--- src/rtl/frame_load_ctrl_pkg.sv ---
// Shared constants, state encoding and pixel packing for the frame loader.
package frame_pkg;

  localparam int ADDR_W_DEF = 17;
  localparam int PIX_W      = 12;
  localparam int ENTRY_W    = ADDR_W_DEF + PIX_W;

  localparam logic [7:0] SYNC_BYTE = 8'hA5;

  typedef enum logic [1:0] {
    IDLE,
    RECV_HI,
    RECV_LO,
    DRAIN
  } load_state_t;

  // The high byte only carries red in its low nibble; the low byte is {G, B}.
  function automatic logic [PIX_W-1:0] pack_pixel(input logic [3:0] red,
                                                  input logic [7:0] green_blue);
    return {red, green_blue};
  endfunction

endpackage

--- src/rtl/frame_load_ctrl_if.sv ---
// Byte input, VGA read request and BRAM port of the frame loader.
interface frame_load_ctrl_if #(
  parameter int ADDR_W = 17
);
  logic [7:0]        rx_data;
  logic              rx_valid;
  logic [ADDR_W-1:0] rd_addr;
  logic              rd_req;
  logic [ADDR_W-1:0] mem_addr;
  logic              mem_we;
  logic [11:0]       mem_wdata;
  logic              busy;
  logic              frame_done;
  logic              err_timeout;
  logic              err_overflow;

  // The controller masters the BRAM port; the surrounding system is the slave side.
  modport master (
    input  rx_data, rx_valid, rd_addr, rd_req,
    output mem_addr, mem_we, mem_wdata, busy, frame_done, err_timeout, err_overflow
  );

  modport slave (
    output rx_data, rx_valid, rd_addr, rd_req,
    input  mem_addr, mem_we, mem_wdata, busy, frame_done, err_timeout, err_overflow
  );
endinterface

--- src/rtl/frame_load_ctrl_wr_fifo.sv ---
// Small synchronous FIFO buffering pixel writes; DEPTH must be a power of two >= 2.
module wr_fifo #(
  parameter int WIDTH = 29,
  parameter int DEPTH = 4
) (
  input  logic             clk,
  input  logic             reset,
  input  logic             push,
  input  logic [WIDTH-1:0] wdata,
  input  logic             pop,
  output logic [WIDTH-1:0] rdata,
  output logic             full,
  output logic             empty
);

  localparam int PTR_W = $clog2(DEPTH);

  logic [WIDTH-1:0] mem [DEPTH];
  logic [PTR_W-1:0] rptr;
  logic [PTR_W-1:0] wptr;
  logic [PTR_W:0]   count;
  logic             do_push;
  logic             do_pop;

  // A pop in the same cycle frees the slot, so a full FIFO still accepts a push.
  assign do_pop  = pop && !empty;
  assign do_push = push && (!full || do_pop);

  assign full  = (count == (PTR_W+1)'(DEPTH));
  assign empty = (count == '0);
  assign rdata = mem[rptr];

  always_ff @(posedge clk) begin
    if (reset) begin
      rptr  <= '0;
      wptr  <= '0;
      count <= '0;
    end else begin
      if (do_push) wptr <= wptr + PTR_W'(1);
      if (do_pop)  rptr <= rptr + PTR_W'(1);
      if (do_push && !do_pop)      count <= count + (PTR_W+1)'(1);
      else if (do_pop && !do_push) count <= count - (PTR_W+1)'(1);
    end
  end

  always_ff @(posedge clk) begin
    if (do_push) mem[wptr] <= wdata;
  end

endmodule

--- src/rtl/frame_load_ctrl.sv ---
// Turns the UART byte stream into pixel writes and arbitrates the single BRAM
// port between those writes and the VGA reads, reads having priority.
module frame_load_ctrl
  import frame_pkg::*;
#(
  parameter int ADDR_W      = ADDR_W_DEF,
  parameter int NUM_PIXELS  = 76800,
  parameter int TIMEOUT_CYC = 1000000,
  parameter int STEAL_CYC   = 64,
  parameter int FIFO_DEPTH  = 4
) (
  input logic               clk,
  input logic               reset,
  frame_load_ctrl_if.master bus
);

  localparam int ENT_W  = ADDR_W + PIX_W;
  localparam int IDLE_W = $clog2(TIMEOUT_CYC + 1);
  localparam int WAIT_W = $clog2(STEAL_CYC + 1);

  localparam logic [ADDR_W-1:0] LAST_ADDR = ADDR_W'(NUM_PIXELS - 1);
  localparam logic [IDLE_W-1:0] LAST_IDLE = IDLE_W'(TIMEOUT_CYC - 1);
  localparam logic [WAIT_W-1:0] STEAL_LIM = WAIT_W'(STEAL_CYC);

  load_state_t       state;
  load_state_t       state_next;
  logic [ADDR_W-1:0] wr_ptr;
  logic [ADDR_W-1:0] wr_ptr_next;
  logic [3:0]        red;
  logic [3:0]        red_next;
  logic [IDLE_W-1:0] idle_cnt;
  logic [IDLE_W-1:0] idle_next;
  logic [WAIT_W-1:0] wait_cnt;

  logic              pixel_done;
  logic              timeout_hit;
  logic              grant_w;
  logic              push;
  logic              overflow;
  logic              full;
  logic              empty;
  logic [ENT_W-1:0]  push_entry;
  logic [ENT_W-1:0]  head;
  logic [ADDR_W-1:0] head_addr;
  logic [PIX_W-1:0]  head_data;

  always_ff @(posedge clk) begin
    if (reset) begin
      state    <= IDLE;
      wr_ptr   <= '0;
      red      <= '0;
      idle_cnt <= '0;
    end else begin
      state    <= state_next;
      wr_ptr   <= wr_ptr_next;
      red      <= red_next;
      idle_cnt <= idle_next;
    end
  end

  // Inside a frame every byte is data, including SYNC_BYTE; only silence ends it early.
  always_comb begin
    state_next  = state;
    wr_ptr_next = wr_ptr;
    red_next    = red;
    idle_next   = idle_cnt;
    pixel_done  = 1'b0;
    timeout_hit = 1'b0;
    case (state)
      IDLE: begin
        if (bus.rx_valid && bus.rx_data == SYNC_BYTE) begin
          state_next  = RECV_HI;
          wr_ptr_next = '0;
          idle_next   = '0;
        end
      end
      RECV_HI, RECV_LO: begin
        if (bus.rx_valid) begin
          idle_next = '0;
          if (state == RECV_HI) begin
            red_next   = bus.rx_data[3:0];
            state_next = RECV_LO;
          end else begin
            pixel_done = 1'b1;
            if (wr_ptr == LAST_ADDR) begin
              state_next = DRAIN;
            end else begin
              wr_ptr_next = wr_ptr + ADDR_W'(1);
              state_next  = RECV_HI;
            end
          end
        end else if (idle_cnt == LAST_IDLE) begin
          timeout_hit = 1'b1;
          state_next  = IDLE;
          wr_ptr_next = '0;
          idle_next   = '0;
        end else begin
          idle_next = idle_cnt + IDLE_W'(1);
        end
      end
      DRAIN: begin
        if (empty) state_next = IDLE;
      end
      default: state_next = IDLE;
    endcase
  end

  // A dropped pixel still advances wr_ptr so later pixels keep their addresses.
  assign grant_w    = !empty && (!bus.rd_req || wait_cnt >= STEAL_LIM);
  assign push       = pixel_done && (!full || grant_w);
  assign overflow   = pixel_done && full && !grant_w;
  assign push_entry = {wr_ptr, pack_pixel(red, bus.rx_data)};
  assign head_addr  = head[ENT_W-1:PIX_W];
  assign head_data  = head[PIX_W-1:0];

  wr_fifo #(
    .WIDTH(ENT_W),
    .DEPTH(FIFO_DEPTH)
  ) u_wr_fifo (
    .clk  (clk),
    .reset(reset),
    .push (push),
    .wdata(push_entry),
    .pop  (grant_w),
    .rdata(head),
    .full (full),
    .empty(empty)
  );

  always_ff @(posedge clk) begin
    if (reset) begin
      bus.mem_we       <= 1'b0;
      bus.mem_addr     <= '0;
      bus.mem_wdata    <= '0;
      bus.frame_done   <= 1'b0;
      bus.err_timeout  <= 1'b0;
      bus.err_overflow <= 1'b0;
      wait_cnt         <= '0;
    end else begin
      bus.mem_we       <= grant_w;
      bus.mem_addr     <= grant_w ? head_addr : bus.rd_addr;
      if (grant_w) bus.mem_wdata <= head_data;
      bus.frame_done   <= grant_w && (head_addr == LAST_ADDR);
      bus.err_timeout  <= timeout_hit;
      bus.err_overflow <= overflow;
      wait_cnt         <= (empty || grant_w) ? '0 : wait_cnt + WAIT_W'(1);
    end
  end

  assign bus.busy = (state != IDLE) || !empty;

endmodule

--- src/flat_wrapper.sv ---
// flat-port wrapper written by rule: the top's interface ports become plain ports
module frame_load_ctrl_flat import frame_pkg::*;
#(
  parameter int ADDR_W      = ADDR_W_DEF,
  parameter int NUM_PIXELS  = 76800,
  parameter int TIMEOUT_CYC = 1000000,
  parameter int STEAL_CYC   = 64,
  parameter int FIFO_DEPTH  = 4
)
  (clk, reset, bus_rx_data, bus_rx_valid, bus_rd_addr, bus_rd_req, bus_mem_addr, bus_mem_we, bus_mem_wdata, bus_busy, bus_frame_done, bus_err_timeout, bus_err_overflow);
  frame_load_ctrl_if #(.ADDR_W(ADDR_W)) bus_i ();
  input logic clk;
  input logic reset;
  input wire logic [$bits(bus_i.rx_data)-1:0] bus_rx_data;
  input wire logic [$bits(bus_i.rx_valid)-1:0] bus_rx_valid;
  input wire logic [$bits(bus_i.rd_addr)-1:0] bus_rd_addr;
  input wire logic [$bits(bus_i.rd_req)-1:0] bus_rd_req;
  output wire logic [$bits(bus_i.mem_addr)-1:0] bus_mem_addr;
  output wire logic [$bits(bus_i.mem_we)-1:0] bus_mem_we;
  output wire logic [$bits(bus_i.mem_wdata)-1:0] bus_mem_wdata;
  output wire logic [$bits(bus_i.busy)-1:0] bus_busy;
  output wire logic [$bits(bus_i.frame_done)-1:0] bus_frame_done;
  output wire logic [$bits(bus_i.err_timeout)-1:0] bus_err_timeout;
  output wire logic [$bits(bus_i.err_overflow)-1:0] bus_err_overflow;
  assign bus_i.rx_data = bus_rx_data;
  assign bus_i.rx_valid = bus_rx_valid;
  assign bus_i.rd_addr = bus_rd_addr;
  assign bus_i.rd_req = bus_rd_req;
  assign bus_mem_addr = bus_i.mem_addr;
  assign bus_mem_we = bus_i.mem_we;
  assign bus_mem_wdata = bus_i.mem_wdata;
  assign bus_busy = bus_i.busy;
  assign bus_frame_done = bus_i.frame_done;
  assign bus_err_timeout = bus_i.err_timeout;
  assign bus_err_overflow = bus_i.err_overflow;
  frame_load_ctrl #(.ADDR_W(ADDR_W), .NUM_PIXELS(NUM_PIXELS), .TIMEOUT_CYC(TIMEOUT_CYC), .STEAL_CYC(STEAL_CYC), .FIFO_DEPTH(FIFO_DEPTH)) u_core (.clk(clk), .reset(reset), .bus(bus_i));
endmodule
--- config.mk ---
export PLATFORM = sky130hd
export DESIGN_NAME = frame_load_ctrl_flat
export DESIGN_NICKNAME = d
export VERILOG_FILES = /design/src/rtl/frame_load_ctrl_pkg.sv /design/src/rtl/frame_load_ctrl_if.sv /design/src/rtl/frame_load_ctrl_wr_fifo.sv /design/src/rtl/frame_load_ctrl.sv /design/src/flat_wrapper.sv
export SDC_FILE = /design/constraint.sdc
export NUM_CORES = 1
export LEC_CHECK = 0
export CORE_ASPECT_RATIO = 1.2
export CORE_MARGIN = 5
export CORE_UTILIZATION = 58
export CTS_CLUSTER_SIZE = 40
export DETAILED_ROUTE_END_ITERATION = 12
export GPL_ROUTABILITY_DRIVEN = 0
export MAX_ROUTING_LAYER = met4
export PLACE_DENSITY_LB_ADDON = 0.15
export SYNTH_ARGS = -nofsm -noshare
export SYNTH_HDL_FRONTEND = slang
export SYNTH_SLANG_ARGS = --single-unit
--- constraint.sdc ---
create_clock -name clk -period 3.6 [get_ports clk]
set_clock_uncertainty 0.1 [all_clocks]
set_input_delay 0.72 -clock clk [delete_from_list [all_inputs] [get_ports clk]]
set_output_delay 0.72 -clock clk [all_outputs]
set_load 0.005 [all_outputs]
==> results.md, run 1 <==
* Syn Area/Cell at ~13 um2
* Area after DPL at 9180 um2
* Tmin final at approximately 3 ns
* Synth area leaders: edfxtp_1 (42%), dfxtp_1 (22%), mux4_2 (7.8%)
* Synth Net Count at 696
* Latest clock arrival within the worst-skew pair at ~0.48 ns
* CTS tree: built
* Largest net degree at the start of global routing at 35
* Slew Viols, Final at 0
* Biggest area consumer among synthesized cells: edfxtp_1
* ANT cells at 0
* Synth Flop Type: edfxtp_1
* Top cell type's share of synthesized area at roughly two fifths
* Post-synth ARST share at 0%
* GRT Util Overall at a little over a fifth
* Max FO, Critical Path at 12
* Die height at roughly 140 um
* CP startpoint: bus_rx_data[3]
* Commonest non-fill, non-tap cell in the layout: edfxtp_1
* Status: finished, final reports clean
* Combined area of the multi-input logic cells at 2860 um2
* Starting Density at 58.4%
* Initial antenna violation count at 0
* Antenna-violating nets left at 0
* Post-CTS sizing at 0
* Layout cell share with drive strength beyond 1 at ~11%
* R2R cell count at 6
* Worst hold path class: flip-flop to flip-flop
* Chip Width at 120 um
* Peak supply drop at around 0.39 mV
* Vias in the first global route at 5,411
* First-pass GRT wire length at about 28 mm
* Total Wirelength at between 15 and 20 mm
* Pre-CTS WS at approximately 0.16 ns
* Core area at between 10,000 and 15,000 um2
* Post-synthesis register bit count at around 210
* Internal reg-to-reg setup slack at roughly 0.74 ns
* Achievable Freq at approximately 340 MHz
* Register Area at 5330 um2
* Commonest non-fill, non-tap cells in the layout: edfxtp_1 (116), dfxtp_1 (91), nand2_1 (88)
* Seq/Total Area, Yosys at a little under two thirds
* Worst setup slack after layout at 0.639 ns
* Final setup fails at 0
* Nets@finish at 767
* Total number of vias at around 5,500
* Hpwl dp at around 11 mm
* Overflow after GRT at 0
* Power per Cell Area at just under 600 nW/um2
* Area delta synth->final at 17.3%
* Cell Rows at 48
* Worst slew pin tran at between 1 and 1.5 ns
* Die area at 16,900 um2
* Remaining DRCs at 0
* Reg2reg start: u_core.wr_ptr[1]
* Max Cap Violations at 0
* Fin area at between 9000 and 10,000 um2
* Worst Setup Path Type: input port to flip-flop
* Required time worst endpoint at around 3.9 ns
* Min-Delay Startpoint: u_core.bus.mem_wdata[3]
* Cts hold-fix bufs at 0
* Drt pass-1 iters at 5
* Routed len/inst at around 19 um
* Critical Path AT at 3.21 ns
* H-tree levels at 1
* Crit. End Element: flip-flop
* Setup Fix Bufs, Post-CTS at 0
* CTS clk-pin slew, worst paths at roughly 0.060 ns
* Crit start category: input port
* Clock Sinks at 208
* Ys Warns at 0
* Hold depth at 2
* Post-synth EDFFs at ~120
* Synth Instances at between 600 and 700
* Root Buffer: clkbuf_16
* # IOs at 63
* First DRT Iteration DRCs at ~500
* Vias per cell at ~6.0
* Slew headroom at roughly 30%
* Filler cell count in the final layout at around 1,000
* Setup TNS at 0 ns
* Netlist cell types at between 50 and 60
* RSZ-0062 raised after global routing: false
* Lkg Pwr at slightly above 3 nW
* PortBufs at between 60 and 70
* Hold slack at between 0.3 and 0.4 ns
* Max clock buf depth at 3
* Final Hold Viols at 0
* Synthesized area at 8350 um2
* Num CTS Buffers at 21
* Tcrit/Tclk final at between 80% and 90%
## registers in the layout, indices dropped and copies added (netlist names), named ones only
register,cells
u_core.bus.err_overflow,1
u_core.bus.err_timeout,1
u_core.bus.frame_done,1
u_core.bus.mem_addr,17
u_core.bus.mem_wdata,12
u_core.bus.mem_we,1
u_core.idle_cnt,20
u_core.red,4
u_core.state,2
u_core.u_wr_fifo.count,3
u_core.u_wr_fifo.mem,116
u_core.u_wr_fifo.rptr,2
u_core.u_wr_fifo.wptr,2
u_core.wait_cnt,7
u_core.wr_ptr,17
## worst max-delay path: stages
cell and delay [ns]:
clkdlybuf4s50_1 0.49, nand4bb_1 0.34, o32ai_4 0.53, o211ai_1 0.46, o311ai_0 0.53, o31ai_1 0.13
## final timing paths
check / endpoint
max: u_core.wr_ptr[16]
min: u_core.bus.mem_wdata[3]
max reg2reg: u_core.wr_ptr[16]
min reg2reg: u_core.bus.mem_wdata[3]
## cells by family after synthesis
| family | Yosys count | synth area share (%) |
|---|---|---|
| AOI/OAI and AO/OA | 92 | 6.98 |
| xor gates and xnor gates | 27 | 2.83 |
| adders and majority gates | 14 | 2.19 |
| buffers and inverters | 44 | 2.08 |
| DFF | 208 | 63.7 |
| muxes | 33 | 8.30 |
| and+or+nand+nor | 235 | 13.9 |
## power breakdown
| part | leakage [nW] | total [mW] | internal (mW) | switching (mW) |
|---|---|---|---|---|
| sequential | 1.71 | 2.71 | 2.62 | 0.0849 |
| clock | 0.302 | 1.95 | 1.09 | 0.855 |
| combinational | 1.08 | 1.06 | 0.528 | 0.531 |
## cell type report
class / instances / share of cell area [%]
Multi-Input combinational cell: 401 / 29.2
Clock buffer: 25 / 5.62
Timing Repair Buffer: 76 / 7.36
Tap cell: 175 / 2.23
Sequential cell: 208 / 54.4
Inverter: 16 / 0.613
Clock inverter: 12 / 0.639
## metal layers
| metal | share of wire (%) | global-route usage [%] |
|---|---|---|
| met4 | 3.2 | 7.60 |
| met1 | 40 | 26.2 |
| met2 | 51 | 36.7 |
| met3 | 5.7 | 2.63 |
| met5 | 0 | - |
## cells in the mapped netlist, types with 3 or more instances
cell type,number
edfxtp_1,116
dfxtp_1,92
nand2_1,88
nor2_1,50
a21oi_1,44
mux4_2,29
xnor2_1,20
clkbuf_1,19
nand3_1,19
inv_1,16
ha_1,13
o21ai_0,12
nand4_1,10
or4_1,10
nor3_1,9
nor4_1,9
and2_1,8
o31ai_1,8
buf_2,7
o311ai_0,7
xor2_1,7
a31oi_1,6
nand2b_1,5
or3_1,5
and4_1,4
mux2i_1,4
nand4bb_1,3
or4b_1,3
## metrics by stage
step / power [mW] / cells / utilization, %
after global placement: 3.81 / 876 / 64.3
after global routing: 5.98 / 913 / 68.5
after detailed placement: 3.84 / 876 / 64.3
after floorplan: 3.42 / 653 / -
final: 5.71 / 913 / 68.5
after CTS: 5.78 / 913 / 68.5
(Power assumes the default switching activity.)
==> run 2: changes to the inputs <==
--- a/config.mk
+++ b/config.mk
@@ -7,7 +7,7 @@
 export LEC_CHECK = 0
 export CORE_ASPECT_RATIO = 1.2
 export CORE_MARGIN = 5
-export CORE_UTILIZATION = 58
+export CORE_UTILIZATION = 52
 export CTS_CLUSTER_SIZE = 40
 export DETAILED_ROUTE_END_ITERATION = 12
 export GPL_ROUTABILITY_DRIVEN = 0
==> constraint.sdc (replaced) <==
create_clock -name clk -period 2.7 [get_ports clk]
set_clock_uncertainty 0.1 [all_clocks]
set_input_delay 0.54 -clock clk [delete_from_list [all_inputs] [get_ports clk]]
set_output_delay 0.54 -clock clk [all_outputs]
set_load 0.005 [all_outputs]
==> run 2 against run 1 <==
Via count up 0.33%. Die area up 11%. Final area up 4.5%. Sequential share of layout area down 2.3 points. Highest routed layer unchanged.
==> results.md, run 2 (synthesis gave the netlist of run 1 again) <==
* Status: finished, final reports clean
* Hold Path End: u_core.wait_cnt[0]
* Final Hold Viols at 0
* Critical Path AT at about 2.9 ns
* Achievable Freq at 385 MHz
* Max FO, Critical Path at 4
* Die height at between 100 and 150 um
* Routed len/inst at about 17 um
* Vias in the first global route at between 5,000 and 6,000
* Num CTS Buffers at 21
* R2R cell count at 11
* Area after DPL at roughly 9600 um2
* Initial antenna violation count at 0
* CP max-delay cell: fa_1
* Antenna-violating nets left at 0
* Tmin final at around 2.6 ns
* RSZ-0062 raised after global routing: false
* Lkg Pwr at 3.31 nW
* Largest net degree at the start of global routing at 32
* Worst path top cell family by delay: adder cells
* Slew Viols, Final at 0
* Total number of vias at 5,487
* Layout cell share with drive strength beyond 1 at between 10% and 20%
* Worst Setup Path Type: flip-flop to flip-flop
* Cell Rows at 50
* CTS tree: built
* Reg with most FFs: u_core.u_wr_fifo.mem
* Drt pass-1 iters at 5
* Min-Delay Startpoint: u_core.wait_cnt[0]
* Internal reg-to-reg setup slack at ~0.10 ns
* Vias per cell at approximately 5.6
* Crit start category: flip-flop
* CP bufs+invs at 2
* Clock Sinks at between 200 and 250
* Commonest non-fill, non-tap cells in the layout: edfxtp_1 (116), dfxtp_1 (89), nand2_1 (87)
* Total Wirelength at about 17 mm
* H-tree levels at 1
* Latest clock arrival within the worst-skew pair at 0.49 ns
* Overflow after GRT at 0
* PortBufs at 62
* Final core utilization at between 60% and 70%
* First-pass GRT wire length at 27.7 mm
* Core area at between 15,000 and 20,000 um2
* Required time worst endpoint at 3.01 ns
* Power, Total at 7.86 mW
* Slew headroom at 63.7%
* Max clock buf depth at 3
* Worst hold path class: flip-flop to flip-flop
* Remaining DRCs at 0
* Final setup fails at 0
* Worst slew pin tran at approximately 0.54 ns
* Starting Density at 53.2%
* Tcrit/Tclk final at 96.2%
* GRT Util Overall at between 10% and 20%
* Worst path max stage delay at around 0.38 ns
* Chip Width at approximately 130 um
* Commonest non-fill, non-tap cell in the layout: edfxtp_1
* Biggest registers after layout: u_core.u_wr_fifo.mem x116, u_core.idle_cnt x20
* Nets@finish at between 800 and 900
* Area delta synth->final at 22.6%
* Max Cap Violations at 0
* R2R Path End: u_core.u_wr_fifo.count[2]
* Crit-path cells: inv_1, ha_1, and2_1, nand2_2, a31oi_4, ha_1, inv_1, fa_1, xor2_1, or3_1, a21oi_1
* Root Buffer: clkbuf_16
* Hpwl dp at about 11 mm
* Fin area at approximately 10,000 um2
* First DRT Iteration DRCs at around 370
* Die area at around 19,000 um2
* Crit. End Element: flip-flop
* CTS clk-pin slew, worst paths at ~0.060 ns
* Peak supply drop at between 0.5 and 0.6 mV
* # IOs at 63
* ANT cells at 0
* Power per Cell Area at ~770 nW/um2
* Reg2reg start: u_core.state[0]
* Setup Fix Bufs, Post-CTS at 0
* Hold depth at 1
* Largest register FFs at approximately 120
[run 2: cell types whose count changed in the layout (fill, tap and decap cells not counted), sizes merged]
cell,change
bufinv,+2
clkinvlp,-2
buf,+35
inv,-1
clkinv,+1
[run 2: worst max path at each step]
stage	from	to	cells past startpoint
after floorplan	u_core.state[0]	u_core.u_wr_fifo.count[2]	12
after global placement	bus_rx_valid	u_core.idle_cnt[4]	7
after detailed placement	bus_rx_valid	u_core.idle_cnt[4]	7
after CTS	u_core.state[0]	u_core.u_wr_fifo.count[2]	11
after global routing	u_core.state[0]	u_core.u_wr_fifo.count[2]	11
final	u_core.state[0]	u_core.u_wr_fifo.count[2]	11
[run 2: final cells by class]
class / count / area, um2
Tap cell: 208 / 260
Clock inverter: 12 / 111
Fill cell: 1160 / 5460
Multi-Input combinational cell: 401 / 2880
Clock buffer: 25 / 561
Timing Repair Buffer: 111 / 1050
Sequential cell: 208 / 5330
Inverter: 16 / 60.1
[run 2: where the power goes]
group / switching [mW] / internal, mW / leakage, nW / total, mW
sequential: 0.112 / 3.49 / 1.71 / 3.61
combinational: 0.709 / 0.757 / 1.26 / 1.47
clock: 1.12 / 1.67 / 0.338 / 2.79
[run 2: through the flow]
| stage | worst slack [ns] | hold WS (ns) | TNS, ns | std cells |
|---|---|---|---|---|
| final | 0.101 | 0.356 | 0 | 981 |
| after global routing | 0.0124 | 0.382 | 0 | 981 |
| after CTS | 0.0456 | 0.359 | 0 | 981 |
| after detailed placement | -0.180 | 0.348 | -4.64 | 944 |
| after global placement | -0.154 | 0.343 | -4.15 | 944 |
| after floorplan | 0.00963 | 0.330 | 0 | 653 |
[run 2: worst reg2reg max path: cells and delay by family (launching register included)]
kind / cells / cell delay (ns)
flops: 1 / 0.36
buf+inv: 2 / 0.14
compound gates: 2 / 0.31
fa+ha+maj: 3 / 0.91
simple gates: 3 / 0.54
xor+xnor: 1 / 0.16
[run 2: repair_timing]
| item | in CTS | in global routing |
|---|---|---|
| gates resized for setup | 0 | 2 |
| setup endpoints to repair | 0 | 1 |
| hold buffers | 0 | 0 |
[run 2: metal layers]
metal	track usage, %	up-vias	wire (um)
li1	-	2643	-
met1	22.2	2696	7180
met2	33.0	121	8610
met3	2.72	27	823
met4	5.48	0	345
met5	-	-	0
